<file path="config.mk">
export PLATFORM = sky130hd
export DESIGN_NAME = perf_counter_unit
export DESIGN_NICKNAME = d
export VERILOG_FILES = /design/src/rtl/perf_counter_unit.sv
export SDC_FILE = /design/constraint.sdc
export NUM_CORES = 2
export LEC_CHECK = 0
export BUFFER_PORTS_ARGS = -buffer_cell sky130_fd_sc_hd__buf_2
export CAP_MARGIN = 40
export CORE_ASPECT_RATIO = 1.4
export CORE_MARGIN = 1
export CORE_UTILIZATION = 35
export CTS_CLUSTER_DIAMETER = 150
export DETAILED_ROUTE_END_ITERATION = 10
export PLACE_DENSITY = 0.47
export SYNTH_ARGS = -nofsm -noshare
export SYNTH_HDL_FRONTEND = slang
export SYNTH_SLANG_ARGS = --single-unit
</file>
<file path="constraint.sdc">
create_clock -name clk -period 5.25 [get_ports clk]
set_clock_uncertainty 0.15 [all_clocks]
set_input_delay 0.7875 -clock clk [delete_from_list [all_inputs] [get_ports clk]]
set_output_delay 0.7875 -clock clk [all_outputs]
set_load 0.01 [all_outputs]
</file>
<file path="src/rtl/perf_counter_unit.sv">
// perf_counter_unit: saturating pipeline event counters, sticky overflow status,
// and a snapshot shadow bank read through a registered port (index NCNT = status).
module perf_counter_unit #(
    parameter int W    = 32,
    parameter int NCNT = 15
) (
    input  logic         clk,
    input  logic         reset,
    input  logic [31:0]  InstrE,
    input  logic         StallD,
    input  logic         StallE,
    input  logic         StalluOp,
    input  logic         FlushD,
    input  logic         FlushE,
    input  logic         IStall,
    input  logic         DStall,
    input  logic         ldrStallD,
    input  logic         PCSrcW,
    input  logic         PCWrPendingF,
    input  logic         BranchE,
    input  logic         BranchTakenE,
    input  logic         CountEn,
    input  logic         Clear,
    input  logic         Snapshot,
    input  logic [3:0]   RdAddr,
    output logic [W-1:0] RdData
);
    localparam logic [W-1:0] MaxVal = '1;

    logic [W-1:0]    cnt [NCNT];
    logic [W-1:0]    shadow [NCNT+1];
    logic [NCNT-1:0] status;
    logic [W-1:0]    runLen, runNext;
    logic [31:0]     oldInstrE;
    logic            oldIStall, oldDStall, oldLdrStallD, oldPCSrcW, oldPCWrPendingF;
    logic            newInstr;
    logic [NCNT-1:0] ev;
    logic [W-1:0]    statusWord;

    assign newInstr   = (InstrE != oldInstrE) && (InstrE != '0);
    assign statusWord = W'(status);
    assign runNext    = DStall ? ((runLen == MaxVal) ? runLen : runLen + W'(1)) : '0;
    // Bit 14 (longest DStall run) is handled separately from the plain increments.
    assign ev = {DStall, FlushE, FlushD,
                 PCWrPendingF & ~oldPCWrPendingF, PCSrcW & ~oldPCSrcW, ldrStallD & ~oldLdrStallD,
                 DStall, DStall & ~oldDStall, IStall & ~oldIStall,
                 newInstr & BranchTakenE, newInstr & BranchE, StallD & ~StalluOp,
                 (InstrE == '0) | StallE, newInstr, 1'b1};

    always_ff @(posedge clk or negedge reset) begin
        if (!reset) begin
            for (int i = 0; i < NCNT; i++) cnt[i] <= '0;
            for (int i = 0; i <= NCNT; i++) shadow[i] <= '0;
            status          <= '0;
            runLen          <= '0;
            RdData          <= '0;
            oldInstrE       <= '0;
            oldIStall       <= 1'b0;
            oldDStall       <= 1'b0;
            oldLdrStallD    <= 1'b0;
            oldPCSrcW       <= 1'b0;
            oldPCWrPendingF <= 1'b0;
        end else begin
            // History registers track the pipeline even while counting is paused.
            oldInstrE       <= InstrE;
            oldIStall       <= IStall;
            oldDStall       <= DStall;
            oldLdrStallD    <= ldrStallD;
            oldPCSrcW       <= PCSrcW;
            oldPCWrPendingF <= PCWrPendingF;
            RdData          <= shadow[RdAddr];
            if (Snapshot) begin
                for (int i = 0; i < NCNT; i++) shadow[i] <= cnt[i];
                shadow[NCNT] <= statusWord;
            end
            if (Clear) begin
                for (int i = 0; i < NCNT; i++) cnt[i] <= '0;
                status <= '0;
                runLen <= '0;
            end else if (CountEn) begin
                runLen <= runNext;
                for (int i = 0; i < NCNT-1; i++) begin
                    if (ev[i]) begin
                        if (cnt[i] == MaxVal) status[i] <= 1'b1;
                        else cnt[i] <= cnt[i] + W'(1);
                    end
                end
                if (runNext > cnt[NCNT-1]) cnt[NCNT-1] <= runNext;
                if (ev[NCNT-1] && cnt[NCNT-1] == MaxVal) status[NCNT-1] <= 1'b1;
            end
        end
    end
endmodule

</file>
==> run metrics <==
status finished with violations; failing checks design-rule violations; DR pass1 iterations 9; worst relative slew slack 0.318; placed cell areas 55200 um2; Root Driver clkbuf_16; Setup violations, final 0; later-pin clock latency in the skew report 0.72 ns; Critical Path Source Type flop; CP top delay family simple AND/OR/NAND/NOR gates; leak pwr 26.5 nW; Synth Flop Type dfrtp_1; IO Count 85; die height 459 um; largest net degree at the start of global routing 126; cts bufs inserted 110; Worst VDD drop 300 uV; crit path cell chain nand4_2 -> nor4_2 -> buf_4 -> nand3_1 -> o311ai_0 -> o41ai_2 -> ha_1 -> nand4_1 -> nor3_1 -> nand2_1 -> or4b_2 -> o211ai_4 -> buf_12 -> mux2i_1 -> nor2_1; Arrival @ worst endpoint 5.17 ns; Max-cap violations 0; main area contributors after synthesis dfrtp_1, mux2_2, mux4_2; core area 148000 um2; 1st-iter DRT viols 2148; remaining antenna violation count 0; Bufs on Longest Clock Path 3; final worst-path cycle share 0.906; clk slew on worst S/H paths 0.06 ns; vias in the first global route between 30000 and 40000; Synth top area share 0.524; CTS tree done; sequential element share of the synthesized area 0.524; area grow syn2layout 13.4%; area leader, netlist dfrtp_1; Max Fclk 0.210 GHz; mapped cell area between 50000 and 60000 um2; drc violations 39; Via Count 34600; Worst path max stage delay 0.73 ns; Pwr per Cell Area 303 nW/um2; Syn Nets 4538; synthesized flop and latch total 1091; H-tree depth 3; worst hold-check path type in -> reg; initial antenna violation count 10; synth warn 0; first-pass GRT wire length 231 mm; setup TNS 0 ns; Gate Count Post-Synth 4438; grt ovf 0; fin crit period 4.75 ns; Core Rows 167; critical path class reg -> reg; RR Startpoint runLen[5]; Final Hold Viols 0; Avg WL per Cell 23.0 um; die width approximately 330 um; Distinct cells, synth 74; starting density of the core 0.352; Routed WL 151 mm; # clock sinks approximately 1100; global placement routability congestion 0.841; count leader, synth dfrtp_1; Final Max Slew Viols 0; WHS 0.0685 ns; share of cells above drive strength 1 0.225; die area about 150000 um2; # nets final ~4600; number of synthesized flops with an enable pin 0; CP Max Fanout 16; overall global routing resource usage 0.202; worst slew pin tran just over 1 ns; worst path required time 5.67 ns; synth cell count leaders dfrtp_1, nor2_1, mux2_2, xor2_1, nand3_1; asr flop ratio synth 1.00; CP Capture Type flop; Buf/Inv on CP 2; unrepaired setup endpoints after global routing no; Avg Inst Size Synth roughly 12 um2; crit path from runLen[5]; DR vias/cell around 5.3; Final Cell Area about 59000 um2; Post-CTS Setup Bufs 0; number of I/O port buffers 84; hold_sp ldrStallD; Crit-path slowest cell or4b_2; hpwl dp 109 mm
[where the power goes]
part / internal, mW / total [mW] / switching (mW)
clock: 5.06 / 8.57 / 3.51
combinational: 0.263 / 0.825 / 0.561
sequential: 8.45 / 8.49 / 0.0386
total: 13.8 / 17.9 / 4.11
[cells in the final DEF, fill, tap and decap left out, types with 22 or more instances in the layout]
cell and n:
xnor2_1 164, a21oi_1 77, mux4_2 143, o21ai_0 63, nor3_1 77, xor2_1 262
buf_4 62, and2_1 43, or3_1 46, and3_1 92, nand3_1 210, nor4_1 35
buf_12 22, ha_1 47, nor2_1 559, and4_1 62, clkbuf_16 113, nand4_1 182
nand2_1 207, mux2_2 499, clkinv_2 23, dfrtp_1 1091, clkbuf_1 22, mux2i_1 96
buf_2 87, inv_1 74
[sequential cells by signal (all words and copies together), names as in the netlist]
signal and cells:
RdData 32, cnt 480, oldDStall 1, oldIStall 1
oldInstrE 32, oldLdrStallD 1, oldPCSrcW 1, oldPCWrPendingF 1
runLen 32, shadow 495, status 15
[metrics by stage]
stage          total power [mW]   util  worst slack [ns]  cells
6_report                   17.9  0.400             0.495   6545
5_1_grt                    18.5  0.400            0.0773   6545
3_5_place_dp               9.50  0.373             0.388   6337
4_1_cts                    18.2  0.399             0.362   6544
2_1_floorplan              9.07      -              1.05   4438
3_3_place_gp               9.49  0.372             0.466   6316
[worst register-to-register path: stages (launching register included)]
cell	delay, ns
dfrtp_1	0.45
nand4_2	0.24
nor4_2	0.39
buf_4	0.17
nand3_1	0.24
o311ai_0	0.46
o41ai_2	0.19
ha_1	0.33
nand4_1	0.14
nor3_1	0.28
nand2_1	0.15
or4b_2	0.73
o211ai_4	0.21
buf_12	0.23
mux2i_1	0.23
nor2_1	0.05
[cells by family after synthesis]
logic type      Yosys count  share of synthesized area
compound gates          239                     0.0287
xor+xnor                426                     0.0716
fa+ha+maj                47                     0.0113
buf+inv                 298                     0.0224
flops                  1091                      0.524
mux                     738                      0.188
simple gates           1599                      0.154
[area by class of cell]
class / count / area [um2]
fillers: 14200 / 88800
flip-flops and latches: 1091 / 27300
multi-input cells: 3049 / 23700
clock buffers: 155 / 3190
well taps: 1943 / 2430
repair buffers: 182 / 1500
clock inverters: 50 / 721
inverters: 74 / 278
diodes: 1 / 2.50
[final timing paths]
check                          endpoint  slack (ns)  cells past startpoint
max                             cnt[22]        0.50                     15
min                        oldLdrStallD        0.07                      1
max reg2reg                     cnt[22]        0.50                     15
min reg2reg                   status[7]        0.34                      2
max in group asynchronous   shadow[115]        3.01                      3
min in group asynchronous  oldInstrE[7]        0.48                      2
[per-layer routing]
metal / routed length, um / vias to the layer above / part of all wire / track usage
met3: 4880 / 172 / 0.032 / 0.0243
met4: 3660 / 6 / 0.024 / 0.0561
met5: 34 / - / 0.00023 / 0
li1: - / 16000 / - / -
met1: 65000 / 17900 / 0.43 / 0.259
met2: 77200 / 520 / 0.51 / 0.357
[timing repair]
item                                   in CTS  in global routing
setup endpoints to repair                   0                 21
hold buffers                                2                  0
resized for setup                           0                  3
endpoints found under the hold margin       5                  0
No activity file was read; power rests on OpenSTA's default activity.
